===== config.mk =====
export PLATFORM = sky130hd
export DESIGN_NAME = vga_timing_gen_flat
export DESIGN_NICKNAME = d
export VERILOG_FILES = /design/src/rtl/vga_timing_gen_if.sv /design/src/rtl/vga_timing_gen.sv /design/src/flat_wrapper.sv
export SDC_FILE = /design/constraint.sdc
export NUM_CORES = 1
export LEC_CHECK = 0
export BUFFER_PORTS_ARGS = -buffer_cell sky130_fd_sc_hd__buf_4
export CORE_AREA = 10 10 76 71
export CTS_CLUSTER_DIAMETER = 60
export DETAILED_ROUTE_END_ITERATION = 8
export DIE_AREA = 0 0 86 81
export GPL_TIMING_DRIVEN = 0
export PLACE_DENSITY = 0.73
export SLEW_MARGIN = 20
export SYNTH_ARGS = -nofsm -noshare
export SYNTH_HDL_FRONTEND = slang
export SYNTH_SLANG_ARGS = --single-unit

===== constraint.sdc =====
create_clock -name clk_25M -period 1.6 [get_ports clk_25M]
set_input_delay 0.16 -clock clk_25M [delete_from_list [all_inputs] [get_ports clk_25M]]
set_output_delay 0.16 -clock clk_25M [all_outputs]
set_load 0.005 [all_outputs]

===== src/rtl/vga_timing_gen_if.sv =====
// Pixel-side bundle of the VGA timing generator: row-buffer data in, raster and DAC signals out.
// test_en exists only when VGA_TEST_PATTERN_EN is defined.
interface vga_timing_gen_if #(
  parameter int COLOR_BITS = 2
);
  logic [15:0]           pixel_data;
  logic [9:0]            h_counter;
  logic [9:0]            v_counter;
  logic                  hsync;
  logic                  vsync;
  logic                  de;
  logic [COLOR_BITS-1:0] red;
  logic [COLOR_BITS-1:0] green;
  logic [COLOR_BITS-1:0] blue;
  logic                  start_row;
  logic                  start_frame;
`ifdef VGA_TEST_PATTERN_EN
  logic                  test_en;

  modport master (
    input  pixel_data, test_en,
    output h_counter, v_counter, hsync, vsync, de, red, green, blue, start_row, start_frame
  );
  modport slave (
    output pixel_data, test_en,
    input  h_counter, v_counter, hsync, vsync, de, red, green, blue, start_row, start_frame
  );
`else
  modport master (
    input  pixel_data,
    output h_counter, v_counter, hsync, vsync, de, red, green, blue, start_row, start_frame
  );
  modport slave (
    output pixel_data,
    input  h_counter, v_counter, hsync, vsync, de, red, green, blue, start_row, start_frame
  );
`endif
endinterface


===== src/rtl/vga_timing_gen.sv =====
// Parametrised VGA raster generator: H/V counters, sync, de, reduced RGB and row/frame prefetch pulses.
// Optional vertical-bar test pattern is compiled in with VGA_TEST_PATTERN_EN.
module vga_timing_gen #(
  parameter int H_ACTIVE      = 640,
  parameter int H_FP          = 16,
  parameter int H_SYNC        = 96,
  parameter int H_BP          = 48,
  parameter int V_ACTIVE      = 480,
  parameter int V_FP          = 10,
  parameter int V_SYNC        = 2,
  parameter int V_BP          = 33,
  parameter int HSYNC_POL     = 0,
  parameter int VSYNC_POL     = 0,
  parameter int COLOR_BITS    = 2,
  parameter int PIXEL_LATENCY = 0,
  parameter int ROW_REQ_H     = 640,
  parameter int BYTE_SWAP     = 1
) (
  input logic                clk_25M,
  input logic                rst_n,
  vga_timing_gen_if.master   vga
);

  localparam logic [9:0] H_LAST    = 10'(H_ACTIVE + H_FP + H_SYNC + H_BP - 1);
  localparam logic [9:0] V_LAST    = 10'(V_ACTIVE + V_FP + V_SYNC + V_BP - 1);
  localparam logic [9:0] H_ACT     = 10'(H_ACTIVE);
  localparam logic [9:0] V_ACT     = 10'(V_ACTIVE);
  localparam logic [9:0] V_ACT_M1  = 10'(V_ACTIVE - 1);
  localparam logic [9:0] H_SS      = 10'(H_ACTIVE + H_FP);
  localparam logic [9:0] H_SE      = 10'(H_ACTIVE + H_FP + H_SYNC);
  localparam logic [9:0] V_SS      = 10'(V_ACTIVE + V_FP);
  localparam logic [9:0] V_SE      = 10'(V_ACTIVE + V_FP + V_SYNC);
  localparam logic [9:0] ROW_REQ   = 10'(ROW_REQ_H);
  localparam logic       HS_IDLE   = (HSYNC_POL == 0) ? 1'b1 : 1'b0;
  localparam logic       VS_IDLE   = (VSYNC_POL == 0) ? 1'b1 : 1'b0;
  // Pipe word: [0] hsync active, [1] vsync active, [2] de, [5:3] test bar index
`ifdef VGA_TEST_PATTERN_EN
  localparam int         PW        = 6;
  localparam logic [9:0] BAR_W     = 10'(H_ACTIVE / 8);
`else
  localparam int         PW        = 3;
`endif

  logic [9:0]            h_q, h_d, v_q, v_d;
  logic                  start_row_q, start_row_d, start_frame_q, start_frame_d;
  logic                  hsync_q, hsync_d, vsync_q, vsync_d, de_q, de_d;
  logic [COLOR_BITS-1:0] red_q, red_d, green_q, green_d, blue_q, blue_d;
  logic [PW-1:0]         stage0_s, tap_s;
  logic                  row_req_s;
  logic [4:0]            r5_s, b5_s;
  logic [5:0]            g6_s;

  // Round an n-bit component to COLOR_BITS: bump only when the dropped part exceeds half, saturating.
  function automatic logic [COLOR_BITS-1:0] reduce_c(input logic [5:0] c, input int n);
    logic [COLOR_BITS-1:0] top;
    logic [6:0]            rem2;
    logic [6:0]            full;
    top  = c[n-1 -: COLOR_BITS];
    rem2 = {1'b0, c & ((6'd1 << (n - COLOR_BITS)) - 6'd1)} << 1;
    full = 7'd1 << (n - COLOR_BITS);
    if (&top) begin
      reduce_c = top;
    end else if (rem2 > full) begin
      reduce_c = top + COLOR_BITS'(1'b1);
    end else begin
      reduce_c = top;
    end
  endfunction

  // Raster counters: h wraps every line, v advances on the h wrap.
  always_comb begin
    h_d = h_q + 10'd1;
    v_d = v_q;
    if (h_q == H_LAST) begin
      h_d = 10'd0;
      if (v_q == V_LAST) begin
        v_d = 10'd0;
      end else begin
        v_d = v_q + 10'd1;
      end
    end else begin
      h_d = h_q + 10'd1;
    end
  end

  // Prefetch pulses: skip the last active row, since its successor is blanking.
  always_comb begin
    row_req_s     = (h_q == ROW_REQ) && ((v_q == V_LAST) || (v_q < V_ACT_M1));
    start_row_d   = row_req_s;
    start_frame_d = row_req_s && (v_q == V_LAST);
  end

  // Stage-0 timing word derived from the current counters.
  always_comb begin
    stage0_s    = {PW{1'b0}};
    stage0_s[0] = (h_q >= H_SS) && (h_q < H_SE);
    stage0_s[1] = (v_q >= V_SS) && (v_q < V_SE);
    stage0_s[2] = (h_q < H_ACT) && (v_q < V_ACT);
`ifdef VGA_TEST_PATTERN_EN
    stage0_s[5:3] = 3'(h_q / BAR_W);
`endif
  end

  generate
    if (PIXEL_LATENCY == 0) begin : g_nodly
      assign tap_s = stage0_s;
    end else begin : g_dly
      logic [PW-1:0] dly_q [PIXEL_LATENCY];

      // Delay line matching the row buffer's read latency.
      always_ff @(posedge clk_25M or negedge rst_n) begin
        if (!rst_n) begin
          for (int i = 0; i < PIXEL_LATENCY; i++) dly_q[i] <= {PW{1'b0}};
        end else begin
          dly_q[0] <= stage0_s;
          for (int i = 1; i < PIXEL_LATENCY; i++) dly_q[i] <= dly_q[i-1];
        end
      end

      assign tap_s = dly_q[PIXEL_LATENCY-1];
    end
  endgenerate

  // RGB565 field extraction; the byte-swapped form is the row buffer's native order.
  always_comb begin
    if (BYTE_SWAP != 0) begin
      r5_s = vga.pixel_data[7:3];
      g6_s = {vga.pixel_data[2:0], vga.pixel_data[15:13]};
      b5_s = vga.pixel_data[12:8];
    end else begin
      r5_s = vga.pixel_data[15:11];
      g6_s = vga.pixel_data[10:5];
      b5_s = vga.pixel_data[4:0];
    end
  end

  // Output-stage next values: sync polarity, de and blanked or pattern RGB.
  always_comb begin
    hsync_d = tap_s[0] ? ~HS_IDLE : HS_IDLE;
    vsync_d = tap_s[1] ? ~VS_IDLE : VS_IDLE;
    de_d    = tap_s[2];
    red_d   = {COLOR_BITS{1'b0}};
    green_d = {COLOR_BITS{1'b0}};
    blue_d  = {COLOR_BITS{1'b0}};
    if (tap_s[2]) begin
`ifdef VGA_TEST_PATTERN_EN
      if (vga.test_en) begin
        red_d   = {COLOR_BITS{tap_s[5]}};
        green_d = {COLOR_BITS{tap_s[4]}};
        blue_d  = {COLOR_BITS{tap_s[3]}};
      end else begin
        red_d   = reduce_c({1'b0, r5_s}, 5);
        green_d = reduce_c(g6_s, 6);
        blue_d  = reduce_c({1'b0, b5_s}, 5);
      end
`else
      red_d   = reduce_c({1'b0, r5_s}, 5);
      green_d = reduce_c(g6_s, 6);
      blue_d  = reduce_c({1'b0, b5_s}, 5);
`endif
    end else begin
      red_d   = {COLOR_BITS{1'b0}};
      green_d = {COLOR_BITS{1'b0}};
      blue_d  = {COLOR_BITS{1'b0}};
    end
  end

  // State and output registers; reset parks v on the last line so h=0 starts a fresh frame.
  always_ff @(posedge clk_25M or negedge rst_n) begin
    if (!rst_n) begin
      h_q           <= 10'd0;
      v_q           <= V_LAST;
      start_row_q   <= 1'b0;
      start_frame_q <= 1'b0;
      hsync_q       <= HS_IDLE;
      vsync_q       <= VS_IDLE;
      de_q          <= 1'b0;
      red_q         <= {COLOR_BITS{1'b0}};
      green_q       <= {COLOR_BITS{1'b0}};
      blue_q        <= {COLOR_BITS{1'b0}};
    end else begin
      h_q           <= h_d;
      v_q           <= v_d;
      start_row_q   <= start_row_d;
      start_frame_q <= start_frame_d;
      hsync_q       <= hsync_d;
      vsync_q       <= vsync_d;
      de_q          <= de_d;
      red_q         <= red_d;
      green_q       <= green_d;
      blue_q        <= blue_d;
    end
  end

  assign vga.h_counter   = h_q;
  assign vga.v_counter   = v_q;
  assign vga.hsync       = hsync_q;
  assign vga.vsync       = vsync_q;
  assign vga.de          = de_q;
  assign vga.red         = red_q;
  assign vga.green       = green_q;
  assign vga.blue        = blue_q;
  assign vga.start_row   = start_row_q;
  assign vga.start_frame = start_frame_q;

endmodule

===== src/flat_wrapper.sv =====
// flat-port wrapper written by rule: the top's interface ports become plain ports
module vga_timing_gen_flat 
#(
  parameter int H_ACTIVE      = 640,
  parameter int H_FP          = 16,
  parameter int H_SYNC        = 96,
  parameter int H_BP          = 48,
  parameter int V_ACTIVE      = 480,
  parameter int V_FP          = 10,
  parameter int V_SYNC        = 2,
  parameter int V_BP          = 33,
  parameter int HSYNC_POL     = 0,
  parameter int VSYNC_POL     = 0,
  parameter int COLOR_BITS    = 2,
  parameter int PIXEL_LATENCY = 0,
  parameter int ROW_REQ_H     = 640,
  parameter int BYTE_SWAP     = 1
)
  (clk_25M, rst_n, vga_pixel_data, vga_h_counter, vga_v_counter, vga_hsync, vga_vsync, vga_de, vga_red, vga_green, vga_blue, vga_start_row, vga_start_frame);
  vga_timing_gen_if #(.COLOR_BITS(COLOR_BITS)) vga_i ();
  input logic clk_25M;
  input logic rst_n;
  input wire logic [$bits(vga_i.pixel_data)-1:0] vga_pixel_data;
  output wire logic [$bits(vga_i.h_counter)-1:0] vga_h_counter;
  output wire logic [$bits(vga_i.v_counter)-1:0] vga_v_counter;
  output wire logic [$bits(vga_i.hsync)-1:0] vga_hsync;
  output wire logic [$bits(vga_i.vsync)-1:0] vga_vsync;
  output wire logic [$bits(vga_i.de)-1:0] vga_de;
  output wire logic [$bits(vga_i.red)-1:0] vga_red;
  output wire logic [$bits(vga_i.green)-1:0] vga_green;
  output wire logic [$bits(vga_i.blue)-1:0] vga_blue;
  output wire logic [$bits(vga_i.start_row)-1:0] vga_start_row;
  output wire logic [$bits(vga_i.start_frame)-1:0] vga_start_frame;
  assign vga_i.pixel_data = vga_pixel_data;
  assign vga_h_counter = vga_i.h_counter;
  assign vga_v_counter = vga_i.v_counter;
  assign vga_hsync = vga_i.hsync;
  assign vga_vsync = vga_i.vsync;
  assign vga_de = vga_i.de;
  assign vga_red = vga_i.red;
  assign vga_green = vga_i.green;
  assign vga_blue = vga_i.blue;
  assign vga_start_row = vga_i.start_row;
  assign vga_start_frame = vga_i.start_frame;
  vga_timing_gen #(.H_ACTIVE(H_ACTIVE), .H_FP(H_FP), .H_SYNC(H_SYNC), .H_BP(H_BP), .V_ACTIVE(V_ACTIVE), .V_FP(V_FP), .V_SYNC(V_SYNC), .V_BP(V_BP), .HSYNC_POL(HSYNC_POL), .VSYNC_POL(VSYNC_POL), .COLOR_BITS(COLOR_BITS), .PIXEL_LATENCY(PIXEL_LATENCY), .ROW_REQ_H(ROW_REQ_H), .BYTE_SWAP(BYTE_SWAP)) u_core (.clk_25M(clk_25M), .rst_n(rst_n), .vga(vga_i));
endmodule

==> results of run 1 <==
[area by class of cell]
cell class	instances	area [µm²]	area share, %
multi-input combinational	115	822	35.4
timing repair buffer	56	423	18.2
tap	48	60.1	2.58
clock buffer	7	76.3	3.28
inverter	10	37.5	1.61
sequential	31	786	33.8
buffer	9	115	4.95
clock inverter	1	5.00	0.215
[cell families (layout without fill, tap and decap cells)]
kind of cell | count (synthesis) | count (layout) | synth area share, %
flops | 31 | 31 | 45.8
buf+inv | 19 | 83 | 8.71
xor+xnor | 11 | 11 | 5.64
fa+ha+maj | 7 | 7 | 5.12
simple gates | 67 | 68 | 23.6
compound gates | 23 | 23 | 7.69
mux | 6 | 6 | 3.51
[power by group through the flow]
stage | Combinational [W] | Sequential (W) | Clock [W]
after floorplan | 0.0000296 | 0.000822 | 0
after global placement | 0.000113 | 0.000819 | 0
after detailed placement | 0.000116 | 0.000820 | 0
after CTS | 0.000118 | 0.000806 | 0.000610
after global routing | 0.000130 | 0.000806 | 0.000652
final | 0.000114 | 0.000806 | 0.000608
[state kept, by name, indices dropped and copies added, names as in the netlist]
name / flops
u_core.vga.start_frame: 1
u_core.vga.hsync: 1
u_core.vga.v_counter: 10
u_core.vga.vsync: 1
u_core.vga.red: 2
u_core.vga.green: 2
u_core.vga.h_counter: 10
u_core.vga.start_row: 1
u_core.vga.de: 1
u_core.vga.blue: 2
[final timing paths]
check                                   startpoint                       to  slack [ns]  depth (start not counted)
hold reg to reg            u_core.vga.v_counter[1]         u_core.vga.vsync        0.51                          1
setup reg to reg           u_core.vga.h_counter[1]  u_core.vga.v_counter[8]       0.007                          6
max in group asynchronous                    rst_n  u_core.vga.v_counter[3]        0.93                          2
setup / recovery           u_core.vga.h_counter[1]  u_core.vga.v_counter[8]       0.007                          6
min in group asynchronous                    rst_n  u_core.vga.h_counter[5]        0.34                          2
hold / removal                  vga_pixel_data[11]       u_core.vga.blue[0]        0.12                          3
[stage by stage]
stage / total power [W] / TNS (ns) / hold WS [ns] / util, %
CTS: 0.00153 / 0 / 0.123 / 58.4
detailed placement: 0.000936 / -0.342 / 0.114 / 54.1
floorplan: 0.000851 / 0 / -0.136 / -
global route: 0.00159 / -0.554 / 0.133 / 59.1
global placement: 0.000931 / -0.284 / 0.110 / 54.1
finish: 0.00153 / 0 / 0.124 / 59.1
[worst register-to-register path: stages, from the launching register on]
cell and delay, ns:
dfrtp_1 0.40, ha_2 0.20, and4_1 0.20, buf_6 0.13, nand4_4 0.18, nor3_2 0.24
xor2_1 0.17
[layer usage]
layer / track usage (%) / part of all wire (%) / vias up
met5: 0 / 0 / -
met4: 4.93 / 1.4 / 0
met3: 6.80 / 9.4 / 6
met2: 19.9 / 47 / 53
met1: 14.0 / 42 / 687
li1: - / - / 700
[cell usage in the layout, fill, tap and decap left out, types with 2 or more instances in the layout]
master and count:
a21oi_1 6, a41oi_1 2, and2_1 3, and3_1 3
buf_4 56, buf_6 5, clkbuf_1 3, clkbuf_8 5
dfrtp_1 23, dfrtp_2 3, dfstp_2 5, ha_1 6
inv_1 10, mux2i_1 6, nand2_1 9, nand3_1 11
nand4_1 5, nand4_4 2, nand4b_1 2, nor2_1 16
nor3_1 2, o211ai_1 2, o21ai_0 4, o21ai_1 6
xnor2_1 5, xor2_1 6
[what timing repair did]
action / in CTS / in global routing
pin swaps: 3 / 4
hold buffers: 1 / 0
gates resized for setup: 6 / 5
cloned: 0 / 1
buffers inserted: 7 / 0
endpoints found under the setup margin: 11 / 16
endpoints found under the hold margin: 26 / 0
==> results.yml, run 1 <==
logic_synthesis:
  synth_ff_type: "dfrtp_1"
  synthTopCellsByCount: "26 x dfrtp_1, 16 x nor2_1, 11 x nand3_1"
  netlist_instances: 164
  yosys_warnings: 0
  async_flop_share_pct: 100
  ys_seq_area_share_pct: 45.8
  synth-edff-count: 0
  avgSynthCellArea_um2: 10.4
  synth.distinct_cells: 41
  yosysMostFrequentCell: "dfrtp_1"
  synth_area_leader_cell: "dfrtp_1"
  synth_top_area_share_pct: 38.1
  syn_area_mm2: 0.00171
  synth-seq-cells: 31
  synth_area_leaders: "dfrtp_1 38%, dfstp_2 7.7%, ha_1 5.1%"
  synth_nets: 189
floorplan:
  core_area_mm2: 0.00394
  die_x_um: 86
  die_y_um: 81
  num_rows: 22
  initial_core_util_pct: 43.4
  die-area_mm2: 0.00697
  ios: 49
power:
  power_switching_w: 0.000357
  p_clk_share_pct: 39.8
  p_comb_share_pct: 7.4
  leakage_nw: 1.08
  ir_worst_vdd_uv: 358
  swShare_pct: 23.4
  power_density_mw_per_mm2: 657
  pwr-share-seq_pct: 52.7
  internal_power_w: 0.00117
clocking:
  clock_path_buffers: 2
  clk_pin_slew_worst_paths_ns: 0.07
  numCtsBuffers: 5
  cts_sinks: 31
  clockRootBuffer: "clkbuf_8"
  h-tree-depth: 2
  worstSkewPairLatency_ns: 0.29
  cts_tree: "built"
sta:
  tightest_slew_ns: 0.401
  finalHoldViolations: 0
  finClkSkew_ns: 0.00193
  max_freq_mhz: 628
  fin_crit_sh_pct: 99.5
  finalCriticalPeriod_ns: 1.59
  finalSetupViolCount: 0
  slew_viol_final: 0
  relSlewSlack_pct: 73.1
  setup_slack_ns: 0.00742
  rsz0062_at_grt: "true"
placed_design:
  post-place-ws_ns: -0.0828
  place_area_mm2: 0.00213
  dp.cells: 260
  io_buffers: 48
  place_congestion: 0.857
  dp_hpwl_um: 3000
layout:
  finalNetCount: 253
  antenna_cells: 0
  layoutNonFillerInstCount: 277
  drive_gt1_share_pct: 39.7
  design_area_mm2: 0.00232
  areaGrowthSynthToFinish_pct: 36.0
  nFillCells: 339
global_route:
  grtUsageTotal_pct: 12.6
  grt_antenna_before_repair: 0
  grt_max_degree: 32
  grt_overflow: 0
  grt_pass1_vias: 1481
  grt_pass1_wl_um: 7020
routing:
  post-route-drc-count: 0
  dr.first_iter.drc_count: 122
  wirelength_um: 4240
  drtPass1Iterations: 4
  wl_per_cell_um: 15.3
  avgViaCountPerCell: 5.22
  ant_nets: 0
  num_vias: 1446
setup_path:
  cp_top_family: "simple AND/OR/NAND/NOR gates"
  crit_required_ns: 1.81
  slowest_stage: "dfrtp_1"
  crit_buf_inv: 1
  arrival_ns: 1.80
  critical_path.max_stage_delay_ns: 0.40
  crit_type: "reg2reg"
  cp-end-kind: "flop"
  path_max_fanout: 10
  path_cells: "ha_2, and4_1, buf_6, nand4_4, nor3_2, xor2_1"
  startpoint_type: "flop"
min_path:
  min_path_type: "in2reg"
run:
  drv_cap: 0
run_status:
  status: "finished, final reports clean"
(Power assumes the default switching activity.)
==> run 2: changes to the inputs <==
--- a/config.mk
+++ b/config.mk
@@ -5,11 +5,12 @@
 export SDC_FILE = /design/constraint.sdc
 export NUM_CORES = 1
 export LEC_CHECK = 0
+export ABC_AREA = 1
 export BUFFER_PORTS_ARGS = -buffer_cell sky130_fd_sc_hd__buf_4
-export CORE_AREA = 10 10 76 71
+export CORE_AREA = 2 2 67 63
 export CTS_CLUSTER_DIAMETER = 60
 export DETAILED_ROUTE_END_ITERATION = 8
-export DIE_AREA = 0 0 86 81
+export DIE_AREA = 0 0 69 65
 export GPL_TIMING_DRIVEN = 0
 export PLACE_DENSITY = 0.73
 export SLEW_MARGIN = 20
==> run 2 against run 1 <==
  * Synthesized area is 1.6% lower
  * Hold slack better by 0.017 ns
  * Synthesized cell count up 29%
  * Largest power group unchanged
==> results.yml, run 2 <==
run_status:
  status: "finished, final reports clean"
floorplan:
  ios: 49
  die_x_um: 69
  die-area_mm2: 0.00449
  num_rows: 22
  initial_core_util_pct: 43.6
  core_area_mm2: 0.00385
  die_y_um: 65
global_route:
  grtUsageTotal_pct: 17.1
  grt_pass1_vias: 1439
  grt_max_degree: 32
  grt_overflow: 0
  grt_antenna_before_repair: 0
  grt_pass1_wl_um: 6150
run:
  drv_cap: 0
setup_path:
  critical_path.max_stage_delay_ns: 0.43
  cp-end-kind: "flop"
  rrSetupSlack_ns: 0.13
  path_max_fanout: 10
  cpMostUsedCell: "nor2_4"
  cp_top_family: "simple AND/OR/NAND/NOR gates"
  crit_buf_inv: 2
  startpoint_type: "flop"
  r2r_end: "u_core.vga.v_counter[4]"
  crit_type: "reg2reg"
  arrival_ns: 1.63
  crit_required_ns: 1.76
  r2r_cells: 9
  path_cells: "ha_4, nand2_2, nor2_4, nand3_2, nor2_4, inv_2, buf_6, nand2_1, o21ai_1"
  timing.rr.start: "u_core.vga.h_counter[0]"
  slowest_stage: "dfrtp_2"
clocking:
  worstSkewPairLatency_ns: 0.28
  clk_pin_slew_worst_paths_ns: 0.06
  h-tree-depth: 2
  cts_tree: "built"
  clock_path_buffers: 2
  cts_sinks: 31
  numCtsBuffers: 5
  clockRootBuffer: "clkbuf_8"
routing:
  num_vias: 1578
  ant_nets: 0
  dr.first_iter.drc_count: 104
  post-route-drc-count: 0
  wl_per_cell_um: 11.1
  drtPass1Iterations: 4
  wirelength_um: 3580
  avgViaCountPerCell: 4.87
logic_synthesis:
  synth_area_leaders: "dfrtp_1 39%, nand2_1 11%, dfstp_2 7.8%"
  synth_ff_type: "dfrtp_1"
  synth_area_leader_cell: "dfrtp_1"
  avgSynthCellArea_um2: 7.97
  yosys_warnings: 0
  async_flop_share_pct: 100
  synth-edff-count: 0
  synth.distinct_cells: 25
  synth_nets: 236
  syn_area_mm2: 0.00168
  netlist_instances: 211
  synthTopCellsByCount: "51 x nand2_1, 27 x inv_1, 27 x nor2_1"
  synth_top_area_share_pct: 38.7
  yosysMostFrequentCell: "nand2_1"
  synth-seq-cells: 31
  ys_seq_area_share_pct: 46.5
layout:
  antenna_cells: 0
  areaGrowthSynthToFinish_pct: 36.4
  final_cell_mix: "56 x buf_4, 51 x nand2_1, 27 x inv_1, 26 x nor2_1, 25 x dfrtp_1"
  finalNetCount: 300
  drive_gt1_share_pct: 30.4
  layoutNonFillerInstCount: 324
  layout_commonest_cell: "buf_4"
sta:
  setup_slack_ns: 0.130
  slew_viol_final: 0
  finalCriticalPeriod_ns: 1.47
  max_freq_mhz: 680
  finalHoldViolations: 0
  finalSetupViolCount: 0
  tightest_slew_ns: 0.382
  hold_ws_ns: 0.141
  finClkSkew_ns: 0.00654
  relSlewSlack_pct: 74.5
  fin_crit_sh_pct: 91.9
min_path:
  hold_start: "vga_pixel_data[12]"
  holdPathStages: 3
  min_path_type: "in2reg"
  min_to: "u_core.vga.blue[1]"
power:
  power_density_mw_per_mm2: 687
  ir_worst_vdd_uv: 382
  leakage_nw: 1.15
placed_design:
  post-place-ws_ns: -0.0473
  io_buffers: 48
  dp.cells: 307
  dp_hpwl_um: 2630
  place_congestion: 0.891
-- run 2: timing repair --
action | 4_1_cts | 5_1_grt
cloned | 0 | 0
pin swaps | 1 | 2
buffers inserted | 1 | 7
hold buffers | 1 | 0
gates resized for setup | 1 | 4
endpoints found under the hold margin | 26 | 0
endpoints found under the setup margin | 10 | 10
-- run 2: area by class of cell --
cell class,instances,area [µm²]
buffer,1,11.3
clock buffer,8,100
fill,368,1560
inverter,28,105
multi-input combinational,151,803
sequential,31,783
tap,48,60.1
timing repair buffer,57,430
-- run 2: where the power goes --
part,internal (W),switching (W),leakage [nW]
Combinational,0.0000605,0.0000484,0.711
Clock,0.000392,0.000273,0.0515
Sequential,0.000799,0.00000363,0.383
-- run 2: worst min-delay path, stage by stage --
cell and delay (ns):
buf_4 0.11, nand2_1 0.05, a21oi_1 0.05
-- run 2: worst max-delay path by stage --
stage | from | endpoint | depth (start not counted)
after detailed placement | u_core.vga.h_counter[0] | u_core.vga.v_counter[4] | 9
final | u_core.vga.h_counter[0] | u_core.vga.v_counter[4] | 9
after global placement | u_core.vga.h_counter[0] | u_core.vga.v_counter[5] | 9
after global routing | u_core.vga.h_counter[0] | u_core.vga.v_counter[4] | 9
after CTS | u_core.vga.h_counter[0] | u_core.vga.v_counter[0] | 7
after floorplan | u_core.vga.h_counter[0] | u_core.vga.v_counter[7] | 9
-- run 2: cell families (layout without fill, tap and decap cells) --
group           after synthesis  after routing  synth area share, %
simple gates                114            114                 30.1
flops                        31             31                 46.5
buf+inv                      29             94                 6.92
compound gates               23             23                 7.59
fa+ha+maj                     7              7                 5.21
xor+xnor                      7              7                 3.65
-- run 2: stage by stage --
step	utilization, %	area (µm²)	setup TNS, ns	power (W)
after floorplan	-	1680	0	0.000849
after global placement	54.5	2100	-0.113	0.000924
after detailed placement	54.5	2100	-0.228	0.000927
after CTS	57.6	2220	0	0.00160
after global routing	59.5	2290	-0.00843	0.00166
final	59.5	2290	0	0.00158
-- run 2: routing by layer --
layer | vias to the layer above | wire (µm) | global-route usage, %
met5 | - | 0 | 0
met4 | 0 | 53 | 7.60
met3 | 5 | 261 | 5.60
met2 | 51 | 1640 | 26.6
met1 | 715 | 1630 | 21.8
li1 | 807 | - | -
